$ cat config.mk
export PLATFORM = sky130hd
export DESIGN_NAME = phase_timer
export DESIGN_NICKNAME = d
export VERILOG_FILES = /design/src/rtl/phase_timer.sv
export SDC_FILE = /design/constraint.sdc
export NUM_CORES = 1
export LEC_CHECK = 0
export CAP_MARGIN = 10
export CORE_MARGIN = 5
export CORE_UTILIZATION = 55
export CTS_BUF_LIST = sky130_fd_sc_hd__clkbuf_4
export DETAILED_ROUTE_END_ITERATION = 12
export DONT_BUFFER_PORTS = 1
export GPL_TIMING_DRIVEN = 0
export HOLD_SLACK_MARGIN = 0.05
export PLACE_DENSITY = 0.7
export SLEW_MARGIN = 20
export SYNTH_ARGS = -nofsm -noshare
export SYNTH_HDL_FRONTEND = slang
export SYNTH_SLANG_ARGS = --single-unit
export TNS_END_PERCENT = 5
$ cat constraint.sdc
create_clock -name clk -period 4.2 [get_ports clk]
set_input_delay 0.42 -clock clk [delete_from_list [all_inputs] [get_ports clk]]
set_output_delay 0.42 -clock clk [all_outputs]
set_load 0.02 [all_outputs]
$ cat src/rtl/phase_timer.sv
// One-second prescaled phase countdown for the traffic controller; saturates at 1 (phase done).
// Optional emergency freeze (hold port, HOLD state) is built only when PHASE_TIMER_HOLD_EN is defined.
module phase_timer #(
  parameter int CLK_PER_SEC = 50000000,
  parameter int CNT_W       = 5,
  parameter int RST_VALUE   = 30
) (
  input  logic             clk,
  input  logic             rst,
  input  logic             load_counter,
  input  logic [CNT_W-1:0] load_value,
`ifdef PHASE_TIMER_HOLD_EN
  input  logic             hold,
`endif
  output logic [CNT_W-1:0] counter_value,
  output logic             sec_tick,
  output logic             expired,
  output logic [1:0]       state
);

  localparam int PW = (CLK_PER_SEC > 1) ? $clog2(CLK_PER_SEC) : 1;
  localparam logic [PW-1:0]    PRESC_MAX = PW'(CLK_PER_SEC - 1);
  localparam logic [CNT_W-1:0] ONE       = CNT_W'(1);
  localparam logic [CNT_W-1:0] TWO       = CNT_W'(2);

  typedef enum logic [1:0] {
    ST_RUN  = 2'b00,
    ST_DONE = 2'b01,
    ST_HOLD = 2'b10
  } state_t;

  state_t           state_p0, state_nxt;
  logic [PW-1:0]    presc_p0, presc_nxt;
  logic [CNT_W-1:0] cnt_p0, cnt_nxt;
  logic             expired_p0, expired_nxt;
  logic             hold_req;

  function automatic logic [CNT_W-1:0] sat_dec(input logic [CNT_W-1:0] v);
    return (v > ONE) ? (v - ONE) : ONE;
  endfunction

  function automatic logic [CNT_W-1:0] clamp_load(input logic [CNT_W-1:0] v);
    return (v == '0) ? ONE : v;
  endfunction

`ifdef PHASE_TIMER_HOLD_EN
  assign hold_req = hold;
`else
  assign hold_req = 1'b0;
`endif

  assign sec_tick = (presc_p0 == PRESC_MAX) && (state_p0 != ST_HOLD);

  always_comb begin
    state_nxt   = state_p0;
    presc_nxt   = presc_p0;
    cnt_nxt     = cnt_p0;
    expired_nxt = 1'b0;
    if (load_counter) begin
      // A load beats a coincident tick: the prescaler restarts and no decrement happens.
      cnt_nxt     = clamp_load(load_value);
      presc_nxt   = '0;
      state_nxt   = (clamp_load(load_value) == ONE) ? ST_DONE : ST_RUN;
      expired_nxt = (load_value == '0);
    end else begin
      case (state_p0)
        ST_RUN: begin
          presc_nxt = sec_tick ? '0 : presc_p0 + PW'(1);
          if (sec_tick) begin
            cnt_nxt = sat_dec(cnt_p0);
            if (cnt_nxt == ONE) begin
              state_nxt   = ST_DONE;
              expired_nxt = (cnt_p0 == TWO);
            end
          end
        end
        ST_DONE: presc_nxt = sec_tick ? '0 : presc_p0 + PW'(1);
        ST_HOLD: begin
          if (!hold_req) state_nxt = (cnt_p0 == ONE) ? ST_DONE : ST_RUN;
        end
        default: state_nxt = ST_RUN;
      endcase
    end
    if (hold_req) state_nxt = ST_HOLD;
    // expired is a single pulse and never shows while frozen.
    if ((state_nxt == ST_HOLD) || expired_p0) expired_nxt = 1'b0;
  end

  // Stage p0: timer state registers
  always_ff @(posedge clk) begin
    if (rst) begin
      state_p0   <= ST_RUN;
      presc_p0   <= '0;
      cnt_p0     <= CNT_W'(RST_VALUE);
      expired_p0 <= 1'b0;
    end else begin
      state_p0   <= state_nxt;
      presc_p0   <= presc_nxt;
      cnt_p0     <= cnt_nxt;
      expired_p0 <= expired_nxt;
    end
  end

  assign counter_value = cnt_p0;
  assign expired       = expired_p0;
  assign state         = state_p0;

endmodule

==> impl_results.md, run 1 <==
* FF-to-FF setup slack at 1.96 ns
* F_max at 0.381 GHz
* Hold buffer count at cts at 0
* Highest metal used: met4
* Max-slew headroom at 0.467
* Endpoint required time on the critical path at 3.78 ns
* Total length of routed wires at 4280 µm
* Antenna cell count at 0
* Sinks on the clock net at 34
* Unrepaired setup endpoints after global routing: no
* Signed area change from the synthesized netlist to the final layout at 5.83%
* Clock network latency to the later pin of the worst-skew pair at 0.33 ns
* Final net count at 250
* Slew @ Worst Pin at 0.789 ns
* Total negative slack at 0 ns
* Post-DR wirelength/cell at 15.0 µm
* CTS H-tree depth at 2
* Share of layout cells above drive strength 1 at 0.0921
* Clock slew seen by the registers of the worst setup and hold paths at 0.10 ns
* Post-layout min period at 2.63 ns
* Dominant cell by count in the synthesized netlist: sky130_fd_sc_hd__dfxtp_1
* Number of gates resized after cts at 0
* Max Cap Viol at 0
* Number of remaining DRC errors at 0
* Aggregate global-route resource usage at 0.206
* Sequential fraction of the synthesis area at 0.356
* Footprint of the multi-input gates at 1150 µm²
* Top area cells in the synthesized netlist: sky130_fd_sc_hd__dfxtp_1 36%, sky130_fd_sc_hd__nor2_1 4.9%, sky130_fd_sc_hd__a21oi_1 4.7%
* Commonest cells post-synth: 34 x sky130_fd_sc_hd__dfxtp_1, 25 x sky130_fd_sc_hd__nor2_1, 18 x sky130_fd_sc_hd__a21oi_1, 12 x sky130_fd_sc_hd__nand2_1
* Start of the worst register-to-register path: presc_p0[0]
* Via total after detailed routing at 1765
* Storage cell area at 681 µm²
* Capturing element type of the critical path: output pin
* Floorplan die height at 68.9 µm
* Placer congestion estimate at 0.901
* Start point of the worst min-delay path: load_value[0]
* Sequence of cells on the critical path: ha_1 -> nand2_1 -> or3_2 -> or2_2 -> a21oi_1
* Tcrit/Tclk final at 0.625
* Slowest Stage Delay on Critical Path at 0.51 ns
* Die width at 68.9 µm
* Flops & latches, synth at 34
* Reg-to-reg endpoint: presc_p0[17]
* Area leader, netlist: sky130_fd_sc_hd__dfxtp_1
* Final slew viol count at 0
* Layout Skew at 0.00694 ns
* Iteration-0 DRC Markers at 104
* Vias in the first global route at 1785
* Count of flip-flops with a built-in enable after synthesis at 0
* Remaining global-route overflow at 0
* Wire length on met3 at 230 µm
* Crit path DAT at 2.21 ns
* Outcome: complete, no violations
* Antenna violations before repair at 0
* Number of nets produced by synthesis at 243
* Wire length of the first global-routing pass at 7490 µm
* Kind of start point of the critical path: register
* Final count of hold timing violations at 0
* Starting density of the core at 0.568
* Area of the mapped netlist at 1910 µm²
* Dominant delay contributor by cell family on the critical path: simple AND/OR/NAND/NOR gates
* Core Rows at 21
* Port Buffer Count at 0
* Logic depth of the worst setup path including buffers at 5
* Share of the synthesized area in the top cell type at 0.356
* Setup WS post-layout at 1.57 ns
* Area enclosed by the die boundary at 4750 µm²
* Gate count of the mapped netlist at 231
* Path type of the worst min-delay path: in2reg
* Clock tree from TritonCTS: built
* Worst setup path class: reg2out
* Count of endpoints failing setup in the final report at 0
* Hold-critical path endpoint: expired
* Number of warning messages in the yosys log at 0
* Count of boundary I/O pins at 17
* Hold Path Depth at 3
* Count of fill cells added during filler insertion at 326
* Most common flop cell mapped by yosys: sky130_fd_sc_hd__dfxtp_1
* Number of clock buffers inserted by TritonCTS at 5
* Length of routed wiring on met1 at 1820 µm
* Mean instance size in the synthesized netlist at 8.27 µm²
* Detailed route wirelength on metal2 at 2130 µm
* Total power per unit cell area at 279 nW/µm²
* Master of the slowest instance on the critical path: sky130_fd_sc_hd__or3_2
* Post-DRT Antenna Nets at 0
* R2r worst-path depth at 6
* Vias per cell at 6.19
* Pin count of the biggest net entering global routing at 11
* Buffers inserted during post-CTS setup optimization at 0
* Leakage power at 0.625 nW
* HPWL reported at the end of detailed placement at 3200 µm
* Worst-path maximum fanout at 4
* Clk Tree Root Cell: sky130_fd_sc_hd__clkbuf_4
* Unique cell type count in the Yosys netlist at 50
* Maximum number of buffers from clock root to sink at 2
* Async SR Flop Fraction at 0
* Post-place setup slack at 1.94 ns
* Detailed-routing iteration count for the pre-antenna-repair pass at 4
* Worst voltage drop across the vdd grid at 0.181 mV
* Core region area at 3360 µm²
* WP buf/inv at 0
how the worst max path moves through the flow:
| stage | startpoint | endpoint | slack, ns |
|---|---|---|---|
| 2_1_floorplan | presc_p0[0] | sec_tick | 2.06 |
| 3_3_place_gp | presc_p0[0] | sec_tick | 1.96 |
| 3_5_place_dp | presc_p0[0] | presc_p0[17] | 1.94 |
| 4_1_cts | presc_p0[0] | sec_tick | 1.57 |
| 5_1_grt | presc_p0[0] | sec_tick | 1.45 |
| 6_report | presc_p0[0] | sec_tick | 1.57 |
flip-flops by register name, summed over array words and instances, names as in the netlist:
register / count
expired: 1
counter_value: 5
presc_p0: 26
state: 2
power breakdown:
part	internal (mW)	total (mW)	leakage, nW	switching, mW
logic	0.0174	0.0463	0.316	0.0289
registers	0.328	0.341	0.276	0.0137
clock network	0.0693	0.176	0.0331	0.107
total	0.414	0.564	0.625	0.149
through the flow:
stage	utilization	cell area, µm²	hold WS [ns]	power [mW]	cells
global route	0.601	2020	0.316	0.590	285
global placement	0.585	1970	0.457	0.392	277
CTS	0.601	2020	0.300	0.568	285
floorplan	-	1910	0.443	0.383	231
finish	0.601	2020	0.312	0.564	285
detailed placement	0.585	1970	0.469	0.394	277
worst reg2reg max path, cell delays in order, from the launching register on:
cell	delay [ns]
sky130_fd_sc_hd__dfxtp_1	0.40
sky130_fd_sc_hd__ha_1	0.20
sky130_fd_sc_hd__nand2_1	0.09
sky130_fd_sc_hd__or3_2	0.51
sky130_fd_sc_hd__o31ai_1	0.41
sky130_fd_sc_hd__clkbuf_1	0.41
sky130_fd_sc_hd__a21oi_1	0.09
cell type report:
type                            instances  area share
Buffer                                 15      0.0303
Clock buffer                            6      0.0223
Clock inverter                          2     0.00433
Inverter                                4     0.00743
Multi-Input combinational cell        178       0.571
Sequential cell                        34       0.337
Tap cell                               46      0.0285
kinds of logic after synthesis:
group / after synthesis / synth area share
AO/OA/AOI/OAI: 53 / 0.177
flip-flops: 34 / 0.356
AND/OR/NAND/NOR: 103 / 0.318
XOR/XNOR: 13 / 0.0596
adder cells (fa/ha/maj): 4 / 0.0262
buffers and inverters: 19 / 0.0399
multiplexers: 4 / 0.0210
other: 1 / 0.00196
cell usage in the layout, fill, tap and decap left out, types with 2 or more instances in the layout:
master and n:
sky130_fd_sc_hd__dfxtp_1 34, sky130_fd_sc_hd__nor2_1 25, sky130_fd_sc_hd__a21oi_1 18, sky130_fd_sc_hd__nand2_1 12, sky130_fd_sc_hd__clkbuf_1 11, sky130_fd_sc_hd__o21ai_0 11, sky130_fd_sc_hd__nand4_1 10, sky130_fd_sc_hd__nand3_1 9
sky130_fd_sc_hd__xor2_1 9, sky130_fd_sc_hd__o31ai_1 7, sky130_fd_sc_hd__or4_1 6, sky130_fd_sc_hd__clkbuf_4 6, sky130_fd_sc_hd__nor2b_1 5, sky130_fd_sc_hd__or3_1 5, sky130_fd_sc_hd__inv_1 4, sky130_fd_sc_hd__or3_2 4
sky130_fd_sc_hd__xnor2_1 4, sky130_fd_sc_hd__mux2i_1 4, sky130_fd_sc_hd__a221oi_1 4, sky130_fd_sc_hd__ha_1 4, sky130_fd_sc_hd__nor4bb_1 3, sky130_fd_sc_hd__nor4_1 3, sky130_fd_sc_hd__buf_2 3, sky130_fd_sc_hd__nor4b_1 3
sky130_fd_sc_hd__and4_1 3, sky130_fd_sc_hd__and3_1 2, sky130_fd_sc_hd__or2_2 2, sky130_fd_sc_hd__o21a_1 2, sky130_fd_sc_hd__a211oi_1 2
metal layers:
metal | GRT usage | vias to the layer above
met2 | 0.349 | 52
li1 | - | 873
met3 | 0.0519 | 11
met5 | 0 | -
met4 | 0.0998 | 0
met1 | 0.241 | 829
Note: power is estimated with default switching activity, not from simulation.
==> inputs of run 2 (changes only) <==
Settings changed: PLACE_DENSITY 0.7 to 0.73.
Clock period 4.2 ns to 2.25 ns, I/O delays scaled along.
==> impl_results.md, run 2 (synthesized netlist as in run 1, its figures left out) <==
* Outcome: complete, no violations
* Worst setup path class: reg2reg
* Clock slew seen by the registers of the worst setup and hold paths at 0.11 ns (about the same)
* Antenna violations before repair at 0 (unchanged)
* Signed area change from the synthesized netlist to the final layout at 6.88%
* WP buf/inv at 1 (+1)
* Number of clock buffers inserted by TritonCTS at 5 (unchanged)
* Maximum number of buffers from clock root to sink at 2 (unchanged)
* Count of boundary I/O pins at 17 (unchanged)
* Detailed-routing iteration count for the pre-antenna-repair pass at 4 (unchanged)
* Share of layout cells above drive strength 1 at 0.105 (+0.0126)
* Final Core Density at 0.607 (+0.00595)
* Post-DR wirelength/cell at 14.8 µm (-1.7%)
* Worst-path maximum fanout at 9 (+5)
* CTS H-tree depth at 2 (unchanged)
* Number of remaining DRC errors at 0 (unchanged)
* Count of endpoints failing setup in the final report at 0 (unchanged)
* Unrepaired setup endpoints after global routing: no
* Max reg flops at 26 (unchanged)
* Post-layout min period at 2.11 ns
* Starting density of the core at 0.568 (unchanged)
* Die width at 68.9 µm (unchanged)
* Kind of start point of the critical path: register
* Max-slew headroom at 0.514 (+0.0473)
* Clock tree from TritonCTS: built
* Placer congestion estimate at 0.826 (-8.4%)
* Area enclosed by the die boundary at 4750 µm² (unchanged)
* Via total after detailed routing at 1732 (-1.9%)
* Max Cap Viol at 0 (unchanged)
* Total length of routed wires at 4210 µm (-1.7%)
* Footprint of the multi-input gates at 1170 µm² (+1.5%)
* Post-DRT Antenna Nets at 0 (unchanged)
* Aggregate global-route resource usage at 0.189 (-0.0177)
* Master of the slowest instance on the critical path: sky130_fd_sc_hd__or4b_2
* Commonest non-fill, non-tap cells in the layout: 32 x sky130_fd_sc_hd__dfxtp_1, 25 x sky130_fd_sc_hd__nor2_1, 17 x sky130_fd_sc_hd__a21oi_1, 12 x sky130_fd_sc_hd__nand2_1
* Register bank with the most flops: presc_p0
* Pin count of the biggest net entering global routing at 11 (unchanged)
* Vias in the first global route at 1488 (-17%)
* Clock network latency to the later pin of the worst-skew pair at 0.34 ns (about the same)
* Hold buffer count at cts at 0 (unchanged)
* Port Buffer Count at 0 (unchanged)
* Antenna cell count at 0 (unchanged)
* Leakage power at 0.629 nW (+0.62%)
* Leading cell type in the layout, fill and taps excluded: sky130_fd_sc_hd__dfxtp_1
* Tcrit/Tclk final at 0.938
* Path type of the worst min-delay path: in2reg
* Worst voltage drop across the vdd grid at 0.324 mV (+79%)
* Clk Tree Root Cell: sky130_fd_sc_hd__clkbuf_4
* Core Rows at 21 (unchanged)
* Storage cell area at 683 µm² (+0.37%)
* Sinks on the clock net at 34 (unchanged)
* Dominant delay contributor by cell family on the critical path: simple AND/OR/NAND/NOR gates
* FF-to-FF setup slack at 0.14 ns (-1.82 ns)
* Wire length of the first global-routing pass at 6710 µm (-10%)
* Final count of hold timing violations at 0 (unchanged)
* Final slew viol count at 0 (unchanged)
* Crit path DAT at 2.36 ns (+0.15 ns)
* Count of fill cells added during filler insertion at 327 (+0.31%)
* Endpoint required time on the critical path at 2.50 ns (-1.28 ns)
* Slew @ Worst Pin at 0.719 ns (-0.0699 ns)
* Vias per cell at 6.08 (-1.9%)
* Total power per unit cell area at 519 nW/µm² (+86%)
* Remaining global-route overflow at 0 (unchanged)
* Floorplan die height at 68.9 µm (unchanged)
* Iteration-0 DRC Markers at 160 (+54%)
* Layout Skew at 0.0111 ns (+0.00418 ns)
* Final net count at 250 (unchanged)
* Capturing element type of the critical path: register
* F_max at 0.474 GHz
* Sequence of cells on the critical path: clkbuf_1 -> or4b_2 -> o31ai_1 -> o2111ai_1 -> a221oi_1
* Total negative slack at 0 ns (unchanged)
* Slowest Stage Delay on Critical Path at 0.62 ns (+0.11 ns)
* Core region area at 3360 µm² (unchanged)
* HPWL reported at the end of detailed placement at 3020 µm (-5.6%)
[run 2: final cells by class]
| cell class | count | share of cell area |
|---|---|---|
| inverters | 4 | 0.00735 |
| multi-input cells | 178 | 0.574 |
| flip-flops and latches | 34 | 0.335 |
| plain buffers | 15 | 0.0300 |
| clock inverters | 2 | 0.00429 |
| well taps | 46 | 0.0282 |
| clock buffers | 6 | 0.0221 |
[run 2: worst paths after layout]
path	depth (start not counted)	start	end
max	5	counter_value[3]	state[0]
min	2	load_value[2]	counter_value[2]
max reg2reg	5	counter_value[3]	state[0]
min reg2reg	2	presc_p0[1]	presc_p0[1]
[run 2: worst reg2reg max path, delay by kind of cell, from the launching register on]
kind | cells | cell delay, ns
compound gates | 3 | 0.57
buf+inv | 1 | 0.38
flops | 1 | 0.46
simple gates | 1 | 0.62
[run 2: per-stage QoR]
stage	total power [mW]	hold WS (ns)	cell area [µm²]	instances	setup slack, ns
after CTS	1.07	0.0856	2040	285	0.0373
final	1.06	0.0975	2040	285	0.139
after global routing	1.12	0.0786	2040	285	0.0704
after global placement	0.735	0.444	1970	277	0.105
after floorplan	0.714	0.416	1910	231	0.304
after detailed placement	0.735	0.450	1970	277	0.0938
[run 2: power by group]
group          internal, mW  leakage [nW]  total [mW]  switching, mW
Combinational        0.0321         0.319      0.0873         0.0551
Clock                 0.129        0.0331       0.335          0.206
Sequential            0.612         0.277       0.637         0.0249
[run 2: repair_timing]
action | CTS | global route
setup buffers | 0 | 0
endpoints found under the hold margin | 0 | 0
resized for setup | 4 | 2
cloned | 0 | 0
endpoints found under the setup margin | 1 | 9
[run 2: metal layers]
metal / vias to the layer above / GRT usage / part of all wire
met5: - / 0 / 0
met4: 0 / 0.0876 / 0.024
met3: 11 / 0.0519 / 0.051
met2: 36 / 0.295 / 0.44
met1: 815 / 0.239 / 0.48
li1: 870 / - / -
